[config.mk]
export PLATFORM = sky130hd
export DESIGN_NAME = seq_mult_last2_acc
export DESIGN_NICKNAME = d
export VERILOG_FILES = /design/src/rtl/seq_mult_last2_acc.sv
export SDC_FILE = /design/constraint.sdc
export NUM_CORES = 1
export LEC_CHECK = 0
export CORE_ASPECT_RATIO = 0.75
export CORE_MARGIN = 3
export CORE_UTILIZATION = 45
export DETAILED_ROUTE_END_ITERATION = 8
export PLACE_DENSITY_LB_ADDON = 0.1
export SKIP_LAST_GASP = 1
export SYNTH_ARGS = -nofsm -noshare
export SYNTH_HDL_FRONTEND = slang
export SYNTH_SLANG_ARGS = --single-unit
[constraint.sdc]
create_clock -name clk -period 4.4 [get_ports clk]
set_clock_uncertainty 0.1 [all_clocks]
set_input_delay 0.44 -clock clk [delete_from_list [all_inputs] [get_ports clk]]
set_output_delay 0.44 -clock clk [all_outputs]
set_load 0.05 [all_outputs]
[src/rtl/seq_mult_last2_acc.sv]
// ============================================================================
// Module   : seq_mult_last2_acc
// Purpose  : Shift-add product of the last two accepted samples, with ignore
//            filter, valid/ready input and optional sticky-overflow accumulate.
// Revision : 1.0 - initial release
// ============================================================================
`default_nettype none

module seq_mult_last2_acc #(
  parameter int             W   = 4,
  parameter logic [W-1:0]   IGN = '0
) (
  input  logic             clk,
  input  logic             rst,
  input  logic [W-1:0]     in,
  input  logic             in_valid,
  output logic             in_ready,
  input  logic             ld,
  input  logic             acc,
  input  logic             clr,
  output logic [2*W-1:0]   out,
  output logic             out_valid,
  output logic             ovf
);

  localparam int              CW         = (W > 1) ? $clog2(W) : 1;
  localparam logic [CW-1:0]   C_CNT_LAST = CW'(W - 1);

  typedef enum logic [1:0] {
    S_IDLE = 2'd0,
    S_MUL  = 2'd1,
    S_DONE = 2'd2
  } state_t;

  state_t           r_state;
  state_t           w_state_nx;
  logic [W-1:0]     r_last;
  logic [W-1:0]     r_ignore;
  logic [2*W-1:0]   r_mcand;
  logic [W-1:0]     r_mplier;
  logic [2*W-1:0]   r_partial;
  logic [CW-1:0]    r_cnt;
  logic             r_acc_l;
  logic [2*W-1:0]   r_out;
  logic             r_out_valid;
  logic             r_ovf;

  logic             w_hs;
  logic             w_accept;
  logic [2*W:0]     w_sum;

  assign in_ready  = (r_state == S_IDLE);
  assign w_hs      = in_valid & in_ready;
  assign w_accept  = w_hs & ~ld & (in != r_ignore);
  assign w_sum     = {1'b0, r_out} + {1'b0, r_partial};

  assign out       = r_out;
  assign out_valid = r_out_valid;
  assign ovf       = r_ovf;

  always_ff @(posedge clk or posedge rst) begin
    if (rst) r_state <= S_IDLE;
    else     r_state <= w_state_nx;
  end

  always_comb begin
    w_state_nx = r_state;
    case (r_state)
      S_IDLE:  if (w_accept) w_state_nx = S_MUL;
      S_MUL:   if (r_cnt == C_CNT_LAST) w_state_nx = S_DONE;
      S_DONE:  w_state_nx = S_IDLE;
      default: w_state_nx = S_IDLE;
    endcase
    if (clr) w_state_nx = S_IDLE;
  end

  // Multiplicand shifts left and multiplier shifts right so that each step
  // only inspects multiplier bit 0 and adds mcand << cnt.
  always_ff @(posedge clk or posedge rst) begin
    if (rst) begin
      r_last      <= '0;
      r_ignore    <= IGN;
      r_mcand     <= '0;
      r_mplier    <= '0;
      r_partial   <= '0;
      r_cnt       <= '0;
      r_acc_l     <= 1'b0;
      r_out       <= '0;
      r_out_valid <= 1'b0;
      r_ovf       <= 1'b0;
    end else if (clr) begin
      r_out       <= '0;
      r_out_valid <= 1'b0;
      r_ovf       <= 1'b0;
    end else begin
      r_out_valid <= 1'b0;
      case (r_state)
        S_IDLE: begin
          if (w_hs && ld) begin
            r_ignore <= in;
          end else if (w_accept) begin
            r_mcand   <= {{W{1'b0}}, r_last};
            r_mplier  <= in;
            r_last    <= in;
            r_acc_l   <= acc;
            r_partial <= '0;
            r_cnt     <= '0;
          end
        end
        S_MUL: begin
          if (r_mplier[0]) r_partial <= r_partial + r_mcand;
          r_mcand  <= r_mcand << 1;
          r_mplier <= r_mplier >> 1;
          r_cnt    <= r_cnt + 1'b1;
        end
        S_DONE: begin
          if (r_acc_l) begin
            r_out <= w_sum[2*W-1:0];
            r_ovf <= r_ovf | w_sum[2*W];
          end else begin
            r_out <= r_partial;
          end
          r_out_valid <= 1'b1;
        end
        default: ;
      endcase
    end
  end

endmodule

`default_nettype wire

=== Word level (Yosys, flattened, before mapping) ===
Index checks and enable logic that the tools add are counted.

* Add/sub/neg operators: 3
* Reductions and logical operators: 11
* Eq/ne operators: 9
* Multiplexer cells: 25
* Bitwise gates (word level): 7

{| class="wikitable"
|+ Operators by type and width
! kind !! number
|-
| 8-bit 2-to-1 mux || 8
|-
| 8-bit case mux with 2 select lines || 2
|-
| 2-bit 2-to-1 mux || 5
|-
| 8-bit by 8-bit adder with 9-bit output || 1
|-
| 8-bit adder || 1
|-
| 4-bit 2-to-1 mux || 2
|-
| 2-bit case mux with 2 select lines || 2
|-
| 4-bit case mux with 2 select lines || 1
|-
| 4-bit AND reduction || 2
|-
| 2-bit nonzero test || 3
|-
| 1-bit 2-to-1 mux || 5
|-
| 5-bit AND reduction || 1
|-
| 2-bit equality test (second input constant) || 2
|-
| 2-bit inequality test (second input constant) || 2
|-
| 4-bit inequality test || 1
|-
| 2-bit AND reduction || 2
|-
| 1-bit AND || 3
|-
| 3-bit by 1-bit inequality test with 1-bit output (second input constant) || 1
|-
| 3-bit inequality test (second input constant) || 1
|-
| 1-bit NOT || 3
|-
| 3-bit AND reduction || 1
|-
| 2-bit by 1-bit adder with 2-bit output (second input constant) || 1
|-
| 2-bit by 1-bit equality test with 1-bit output (second input constant) || 1
|-
| 2-bit zero test || 1
|-
| other kinds (3) || 3
|}

* Logic and storage cells: 66
* Output and inout bits: 11
* Flip-flop bits (word level): 43
* Input port bits: 10

=== Logic depth before layout (Yosys ltp) ===
Gate-level depths: netlist of run 1.

* Word-level depth: 7
* Gate-level depth with buffers: 8
* Gate-level depth less buffers: 8

=== Worst setup path before layout of run 1 ===
OpenSTA, ideal clock, no wires.

* Path type: register to register
* From: register r_out[0], in the netlist out[0]
* To: register r_out[4], in the netlist out[4]
* Setup slack: 2.176 ns
* Stages on the path, launching flop included: 9
* Data arrival time: 2.003 ns
* Required time: 4.179 ns
* Path buffers: 0
* Library setup time: 0.121 ns
* Period minus slack after synthesis: 2.224 ns
* Path through: dfrtp_1 ha_1 inv_1 fa_1 nand2b_1 a21oi_1 a211oi_1 a21o_1 a22o_1

* Word-level cells in the longest chain between the ends: 4

{| class="wikitable"
|+ Ends and longest elaborated chain
! item !! line !! text
|-
| start: declaration || 44 || <nowiki>logic [2*W-1:0] r_out;</nowiki>
|-
| start signal: assignment || 118 || <nowiki>r_out <= w_sum[2*W-1:0];</nowiki>
|-
| start signal: assignment || 121 || <nowiki>r_out <= r_partial;</nowiki>
|-
| 8-bit by 8-bit adder with 9-bit output || 55 || <nowiki>assign w_sum = {1'b0, r_out} + {1'b0, r_partial};</nowiki>
|-
| 8-bit 2-to-1 mux || 117 || <nowiki>if (r_acc_l) begin</nowiki>
|-
| 8-bit 2-to-1 mux || 97 || <nowiki>case (r_state)</nowiki>
|-
| 8-bit 2-to-1 mux || 91 || <nowiki>end else if (clr) begin</nowiki>
|}

No other way between the ends. The select of a mux whose other input is x is not followed.
A chain may end at the register's enable or synchronous reset.

=== Worst setup path in the final report of run 1 ===
* From: input port in_valid
* To: register r_partial[6]

* Word-level cells in the longest chain between the ends: 5
* Elaborated cells on any way between the ends: 7
* Classes of those cells: eq/ne: 2; bitwise: 3; reduce/logical: 2

{| class="wikitable"
|+ Ends and longest elaborated chain
! item !! line !! text
|-
| start: declaration || 16 || <nowiki>input logic in_valid,</nowiki>
|-
| 1-bit AND * || 53 || <nowiki>assign w_hs = in_valid & in_ready;</nowiki>
|-
| 1-bit AND (2 in a row) || 54 || <nowiki>assign w_accept = w_hs & ~ld & (in != r_ignore);</nowiki>
|-
| 2-bit by 1-bit inequality test with 1-bit output (no line) || - ||
|-
| 5-bit AND reduction (no line) * || - ||
|-
| end signal: assignment || 111 || <nowiki>if (r_mplier[0]) r_partial <= r_partial + r_mcand;</nowiki>
|-
| end: declaration || 41 || <nowiki>logic [2*W-1:0] r_partial;</nowiki>
|}

Mark *: on every way between the ends. The rest lies on a longest branch, timed or not.

==> metrics.txt, run 1 <==
# TYPE chip_impl_metric gauge
chip_impl_metric{name="synth_largest_type_area_fraction",unit=""} 0.435
chip_impl_metric{name="1st_iter_drt_viols",unit=""} 106
chip_impl_metric{name="totalWireLength",unit="mm"} 5.05
chip_impl_metric{name="final_hold_viol_count",unit=""} 0
chip_impl_info{name="synth.top_cells.by_area",value="dfrtp_1, ha_1, mux2_2"} 1
chip_impl_metric{name="ys_ff_latch",unit=""} 43
chip_impl_metric{name="syn_area_per_cell",unit="sq um"} 10.2
chip_impl_metric{name="cap_violations",unit=""} 0
chip_impl_metric{name="timing.final.crit_period",unit="ps"} 2530
chip_impl_metric{name="first_pass_grt_wire_length",unit="mm"} 8.80
chip_impl_metric{name="worstRegToRegCells",unit=""} 6
chip_impl_metric{name="dpl.hpwl",unit="mm"} 3.77
chip_impl_info{name="critical_path_class",value="primary input to flop"} 1
chip_impl_metric{name="crit_fanout",unit=""} 16
chip_impl_metric{name="antenna-diode-count",unit=""} 0
chip_impl_info{name="post_synth_top_area_cell",value="dfrtp_1"} 1
chip_impl_metric{name="synth_seq_area_share",unit=""} 0.435
chip_impl_metric{name="final_layout_size_suffix_gt1_frac",unit=""} 0.0943
chip_impl_metric{name="area.growth.synth_to_final",unit="%"} 14.3
chip_impl_metric{name="gp_congestion",unit=""} 0.780
chip_impl_metric{name="post_drt_wl_per_cell",unit="um"} 15.0
chip_impl_metric{name="slew-limit-headroom",unit=""} 0.253
chip_impl_metric{name="timing.final.setup_violations",unit=""} 0
chip_impl_info{name="path_cells",value="clkdlybuf4s50_1, or4b_1, a41oi_2, o21ai_2, buf_4, or2_1, a22o_1"} 1
chip_impl_metric{name="post_cts_hold_buffer_count",unit=""} 0
chip_impl_info{name="setup.worst_path.start_class",value="primary input"} 1
chip_impl_metric{name="fp.dieH",unit="um"} 70.2
chip_impl_metric{name="max_clock_freq",unit="GHz"} 0.395
chip_impl_metric{name="placed_cell_area",unit="sq um"} 2740
chip_impl_metric{name="grt_start_max_net_pins",unit=""} 44
chip_impl_metric{name="p_sw_frac",unit=""} 0.337
chip_impl_metric{name="initial_core_util",unit=""} 0.485
chip_impl_info{name="end_kind",value="flop"} 1
chip_impl_info{name="min_from",value="r_mplier[2]"} 1
chip_impl_metric{name="final_net_count",unit=""} 292
chip_impl_metric{name="port-buffer-count",unit=""} 20
chip_impl_metric{name="cts_inserted_buffers",unit=""} 5
chip_impl_metric{name="yosys.cell_types.count",unit=""} 44
chip_impl_info{name="crit-reg2reg-launch",value="r_state[0]"} 1
chip_impl_metric{name="post-route-drc-count",unit=""} 0
chip_impl_metric{name="route.antenna.remaining_nets",unit=""} 0
chip_impl_metric{name="static-leakage-power",unit="nW"} 1.27
chip_impl_info{name="hold_path_end",value="r_mplier[2]"} 1
chip_impl_metric{name="floorplan.die.width",unit="um"} 91.6
chip_impl_metric{name="postSynthCellCount",unit=""} 243
chip_impl_metric{name="power.clock.fraction",unit=""} 0.226
chip_impl_metric{name="synthesis.nets",unit=""} 271
chip_impl_metric{name="detailroute.via_count",unit=""} 1826
chip_impl_metric{name="drt-vias-per-instance",unit=""} 5.42
chip_impl_metric{name="vias_in_the_first_global_route",unit=""} 1768
chip_impl_info{name="worstReg2RegEnd",value="r_partial[6]"} 1
chip_impl_metric{name="die_area",unit="sq um"} 6430
chip_impl_metric{name="internal-power",unit="uW"} 716
chip_impl_metric{name="total_switching_power",unit="uW"} 364
chip_impl_metric{name="row_count",unit=""} 22
chip_impl_metric{name="vdd_ir_drop_max",unit="uV"} 133
chip_impl_metric{name="cts_buffer_depth",unit=""} 2
chip_impl_metric{name="clkLatencyLatePin",unit="ps"} 290
chip_impl_metric{name="worst-path-buf-inv",unit=""} 2
chip_impl_metric{name="powerDensity",unit="nW/um^2"} 382
chip_impl_metric{name="clock_slew_at_the_register_clock_pins_of_the_worst_setup_and_hold_paths",unit="ps"} 80
chip_impl_info{name="post-synth-top-count-cell",value="dfrtp_1"} 1
chip_impl_info{name="hp-class",value="flop to flop"} 1
chip_impl_metric{name="mappedNetlistArea",unit="sq um"} 2470
chip_impl_metric{name="antenna_found_initial",unit=""} 0
chip_impl_metric{name="post-route-cell-area",unit="sq um"} 2830
chip_impl_metric{name="worst_pin_slew",unit="ps"} 1120
chip_impl_metric{name="power.sequential.fraction",unit=""} 0.502
chip_impl_metric{name="finalMaxSlewViolations",unit=""} 0
chip_impl_metric{name="hold_path_depth",unit=""} 2
chip_impl_metric{name="synth_enable_flop_cells",unit=""} 0
chip_impl_metric{name="filler_cell_count",unit=""} 469
chip_impl_info{name="status",value="finished clean"} 1
chip_impl_metric{name="synth_async_sr_flop_share",unit=""} 1.00
chip_impl_info{name="tritoncts",value="done"} 1
chip_impl_metric{name="critical_path_depth",unit=""} 7
chip_impl_metric{name="grt_overflow",unit=""} 0
chip_impl_info{name="crit_slowest_cell",value="clkdlybuf4s50_1"} 1
chip_impl_metric{name="critical-path-max-stage-delay",unit="ps"} 480
chip_impl_metric{name="r2r_setup_slack",unit="ps"} 1920
chip_impl_metric{name="ctsResizeCount",unit=""} 0
chip_impl_metric{name="worst_ep_arrival_time",unit="ps"} 2610
chip_impl_metric{name="core_area",unit="sq um"} 5090
chip_impl_metric{name="cp_data_required_time",unit="ps"} 4480
chip_impl_info{name="synth-main-ff-cell",value="dfrtp_1"} 1
chip_impl_metric{name="cts_sinks",unit=""} 43
chip_impl_metric{name="setup_tns",unit="ps"} 0
chip_impl_metric{name="cts_post_setup_buffers_inserted",unit=""} 0
chip_impl_info{name="ctsRootBufferMaster",value="clkbuf_8"} 1
chip_impl_metric{name="firstDrtPassIters",unit=""} 4
chip_impl_info{name="synth_common_cells",value="dfrtp_1, nand2_1, ha_1"} 1
chip_impl_info{name="rsz0062_at_grt",value="no"} 1
chip_impl_metric{name="ys.warnings.count",unit=""} 0
chip_impl_info{name="path_delay_family",value="simple AND/OR/NAND/NOR gates"} 1
chip_impl_metric{name="final.period_utilization",unit=""} 0.575
chip_impl_metric{name="i_o_pin_count",unit=""} 21
chip_impl_metric{name="pwr-share-comb",unit=""} 0.272
chip_impl_metric{name="grt.total_usage",unit=""} 0.173
chip_impl_metric{name="htreeDepth",unit=""} 2
registers in the layout (all words and copies together) (netlist names):
signal     cells
r_acc_l        1
r_mplier       4
r_mcand        8
r_ignore       4
ovf            1
r_cnt          2
r_state        2
r_partial      8
out            8
r_last         4
out_valid      1
through the flow:
step,util,worst slack [ps],hold slack [ps],power (mW),cells
finish,0.555,1870,398,1.08,337
global route,0.555,1760,433,1.17,337
CTS,0.555,1870,398,1.09,337
detailed placement,0.538,1570,384,0.844,329
global placement,0.538,1600,373,0.838,329
floorplan,-,2180,349,0.766,243
layout make-up:
class,count,area [sq um],area share
flip-flops and latches,43,1080,0.381
repair buffers,23,223,0.0788
well taps,72,90.1,0.0319
clock inverters,2,12.5,0.00443
multi-input cells,183,1320,0.468
clock buffers,6,72.6,0.0257
inverters,8,30.0,0.0106
placed cells by master (no fill, tap or decap), types with 7 or more instances in the layout:
cell type        Yosys  routed
mux2_2              11      11
nand2_1             28      28
xnor2_1             10      10
clkdlybuf4s50_1      0      20
o21ai_1             11      11
nor2_1              12      12
inv_1                8       7
dfrtp_1             43      43
a21oi_1             13      13
a22o_1              11      11
o21ai_0             12      12
ha_1                16      16
worst max-delay path by stage:
stage / from / to / slack [ps]
after floorplan: out[0] / out[4] / 2180
after global routing: in[0] / r_partial[4] / 1760
after CTS: in_valid / r_partial[6] / 1870
final: in_valid / r_partial[6] / 1870
after global placement: in_valid / r_partial[5] / 1600
after detailed placement: in_valid / r_partial[5] / 1570
cell families (layout without fill, tap and decap cells):
family,count (synthesis),in the layout,share of synthesized area
AOI/OAI and AO/OA,72,72,0.194
xor gates and xnor gates,12,12,0.0425
adders and majority gates,18,18,0.0972
buffers and inverters,17,39,0.0299
DFF,43,43,0.435
muxes,16,16,0.0704
and+or+nand+nor,65,65,0.131
metal layers:
layer	global-route usage	part of all wire
met4	0.0502	0.0057
met5	0	0
met2	0.223	0.39
met1	0.281	0.56
met3	0.0388	0.043
tightest hold or removal path, stage by stage (launching register included):
cell     delay, ps
dfrtp_1        340
nand2_1         50
o21ai_1         70
power groups by stage:
stage	Clock, mW	Sequential (mW)	Combinational, mW
5_1_grt	0.275	0.555	0.339
4_1_cts	0.254	0.541	0.296
3_3_place_gp	0	0.549	0.289
2_1_floorplan	0	0.522	0.244
6_report	0.244	0.542	0.294
3_5_place_dp	0	0.549	0.295
Note: power is estimated with default switching activity, not from simulation.
==> run 2, diff against run 1 <==
==> constraint.sdc (replaced) <==
create_clock -name clk -period 2.64 [get_ports clk]
set_clock_uncertainty 0.1 [all_clocks]
set_input_delay 0.264 -clock clk [delete_from_list [all_inputs] [get_ports clk]]
set_output_delay 0.264 -clock clk [all_outputs]
set_load 0.05 [all_outputs]
==> run 2 against run 1 <==
Compared with the run above: core utilization increased by 1.7 points; sequential power increased by 66%; critical endpoint is now r_last[2]; highest routed layer unchanged; clock-buffer cell count unchanged; final cell count increased by 1.5%; critical path depth decreased by 3; cell area increased by 3.0%; largest cell class unchanged; die area unchanged; via count increased by 2.4%; non-clock buffer count increased by 5.
==> metrics.txt, run 2 (same netlist as run 1, synthesis figures left out) <==
# TYPE chip_impl_metric gauge
chip_impl_metric{name="power",unit="mW"} 2.01
chip_impl_metric{name="cts_sinks",unit=""} 43
chip_impl_metric{name="dpl.hpwl",unit="mm"} 3.85
chip_impl_metric{name="vdd_ir_drop_max",unit="uV"} 279
chip_impl_metric{name="finish.utilization",unit=""} 0.571
chip_impl_metric{name="first_pass_grt_wire_length",unit="mm"} 8.66
chip_impl_metric{name="post_cts_hold_buffer_count",unit=""} 0
chip_impl_metric{name="crit_fanout",unit=""} 7
chip_impl_metric{name="ctsResizeCount",unit=""} 0
chip_impl_metric{name="worst_ep_arrival_time",unit="ps"} 2330
chip_impl_info{name="most_common_cell_after_layout_fill_and_taps_aside",value="dfrtp_1"} 1
chip_impl_metric{name="post-route-cell-area",unit="sq um"} 2910
chip_impl_metric{name="floorplan.die.width",unit="um"} 91.6
chip_impl_metric{name="final.period_utilization",unit=""} 0.850
chip_impl_metric{name="cp_data_required_time",unit="ps"} 2730
chip_impl_info{name="highest_count_cells_in_the_layout_ignoring_fill_and_taps",value="dfrtp_1, nand2_1, clkdlybuf4s50_1, ha_1, a21oi_1"} 1
chip_impl_metric{name="timing.final.setup_violations",unit=""} 0
chip_impl_metric{name="post_layout_nonfiller_instances",unit=""} 342
chip_impl_info{name="status",value="finished clean"} 1
chip_impl_metric{name="filler_cell_count",unit=""} 444
chip_impl_metric{name="port-buffer-count",unit=""} 20
chip_impl_metric{name="grt.total_usage",unit=""} 0.169
chip_impl_metric{name="worst_pin_slew",unit="ps"} 574
chip_impl_metric{name="ff_latch_area",unit="sq um"} 1080
chip_impl_metric{name="core_area",unit="sq um"} 5090
chip_impl_metric{name="setup_tns",unit="ps"} 0
chip_impl_metric{name="antenna_found_initial",unit=""} 0
chip_impl_metric{name="post-route-drc-count",unit=""} 0
chip_impl_metric{name="post_drt_wl_per_cell",unit="um"} 15.3
chip_impl_metric{name="area.growth.synth_to_final",unit="%"} 17.8
chip_impl_metric{name="clkLatencyLatePin",unit="ps"} 300
chip_impl_metric{name="grt_overflow",unit=""} 0
chip_impl_info{name="setup.worst_path.start_class",value="flop"} 1
chip_impl_metric{name="timing.final.crit_period",unit="ps"} 2240
chip_impl_metric{name="fp.dieH",unit="um"} 70.2
chip_impl_info{name="tritoncts",value="done"} 1
chip_impl_metric{name="cts_buffer_depth",unit=""} 2
chip_impl_metric{name="cts_inserted_buffers",unit=""} 5
chip_impl_metric{name="preCtsSetupSlack",unit="ps"} 218
chip_impl_metric{name="clock_slew_at_the_register_clock_pins_of_the_worst_setup_and_hold_paths",unit="ps"} 90
chip_impl_metric{name="slew-limit-headroom",unit=""} 0.616
chip_impl_metric{name="power.sequential.fraction",unit=""} 0.448
chip_impl_info{name="critical_path_class",value="flop to flop"} 1
chip_impl_metric{name="placedCellCount",unit=""} 334
chip_impl_metric{name="total_switching_power",unit="uW"} 617
chip_impl_metric{name="row_count",unit=""} 22
chip_impl_metric{name="1st_iter_drt_viols",unit=""} 64
chip_impl_metric{name="p_sw_frac",unit=""} 0.307
chip_impl_metric{name="grt_start_max_net_pins",unit=""} 44
chip_impl_info{name="rsz0062_at_grt",value="no"} 1
chip_impl_metric{name="htreeDepth",unit=""} 2
chip_impl_metric{name="pwr-share-comb",unit=""} 0.247
chip_impl_metric{name="internal-power",unit="mW"} 1.39
chip_impl_metric{name="i_o_pin_count",unit=""} 21
chip_impl_metric{name="finalMaxSlewViolations",unit=""} 0
chip_impl_metric{name="detailroute.via_count",unit=""} 1869
chip_impl_metric{name="powerDensity",unit="nW/um^2"} 691
chip_impl_metric{name="firstDrtPassIters",unit=""} 4
chip_impl_metric{name="power.clock.fraction",unit=""} 0.304
chip_impl_metric{name="final_layout_size_suffix_gt1_frac",unit=""} 0.111
chip_impl_metric{name="final_hold_viol_count",unit=""} 0
chip_impl_metric{name="die_area",unit="sq um"} 6430
chip_impl_metric{name="route.antenna.remaining_nets",unit=""} 0
chip_impl_metric{name="final_net_count",unit=""} 297
chip_impl_metric{name="fin_worst_hold_slack",unit="ps"} 313
chip_impl_metric{name="static-leakage-power",unit="nW"} 1.32
chip_impl_info{name="end_kind",value="flop"} 1
chip_impl_metric{name="area_of_the_multi_input_gates",unit="sq um"} 1320
chip_impl_metric{name="antenna-diode-count",unit=""} 0
chip_impl_info{name="ctsRootBufferMaster",value="clkbuf_8"} 1
chip_impl_metric{name="placed_cell_area",unit="sq um"} 2780
chip_impl_metric{name="cap_violations",unit=""} 0
chip_impl_metric{name="cts_post_setup_buffers_inserted",unit=""} 0
chip_impl_metric{name="r2r_setup_slack",unit="ps"} 400
chip_impl_metric{name="totalWireLength",unit="mm"} 5.22
chip_impl_metric{name="timing.final.ws_setup",unit="ps"} 397
chip_impl_metric{name="initial_core_util",unit=""} 0.485
chip_impl_metric{name="max_clock_freq",unit="GHz"} 0.446
chip_impl_metric{name="vias_in_the_first_global_route",unit=""} 1653
chip_impl_info{name="hp-class",value="primary input to asynchronous set/reset pin"} 1
chip_impl_metric{name="gp_congestion",unit=""} 0.752
chip_impl_metric{name="drt-vias-per-instance",unit=""} 5.46
==> run 2: cell count changes in the layout (fill, tap and decap cells not counted), sizes merged <==
cell      change
buf           +5
bufinv        +2
clkinv        -1
clkinvlp      -1
==> run 2: per-layer routing <==
metal / up-vias / wire length [um] / global-route usage
li1: 930 / - / -
met1: 884 / 2870 / 0.285
met2: 50 / 2020 / 0.209
met3: 5 / 293 / 0.0377
met4: 0 / 37 / 0.0401
met5: - / 0 / 0
==> run 2: power by group through the flow <==
stage	logic [mW]	registers [mW]	clock network, mW
2_1_floorplan	0.407	0.870	0
3_3_place_gp	0.488	0.914	0
3_5_place_dp	0.498	0.915	0
4_1_cts	0.500	0.902	0.619
5_1_grt	0.563	0.923	0.648
6_report	0.497	0.902	0.612
==> run 2: critical path, cell delays in order (launching register included) <==
cell,delay [ps]
dfrtp_1,460
or4b_1,560
a41oi_2,200
nor2b_1,430
mux2_2,380
==> run 2: path summary, 6_finish.rpt <==
check                                 start           to  depth (start not counted)
min in group clk                r_mplier[3]  r_mplier[3]                          2
worst max-delay path             r_state[0]    r_last[2]                          4
worst max register to register   r_state[0]    r_last[2]                          4
worst min-delay path                    rst       out[1]                          3
max in group asynchronous               rst   r_mcand[3]                          3
worst min register to register  r_mplier[3]  r_mplier[3]                          2
==> run 2: cell type report <==
class	instances	share of cell area
Clock buffer	6	0.0249
Clock inverter	2	0.0206
Inverter	8	0.0103
Multi-Input combinational cell	183	0.454
Sequential cell	43	0.370
Tap cell	72	0.0310
Timing Repair Buffer	28	0.0894
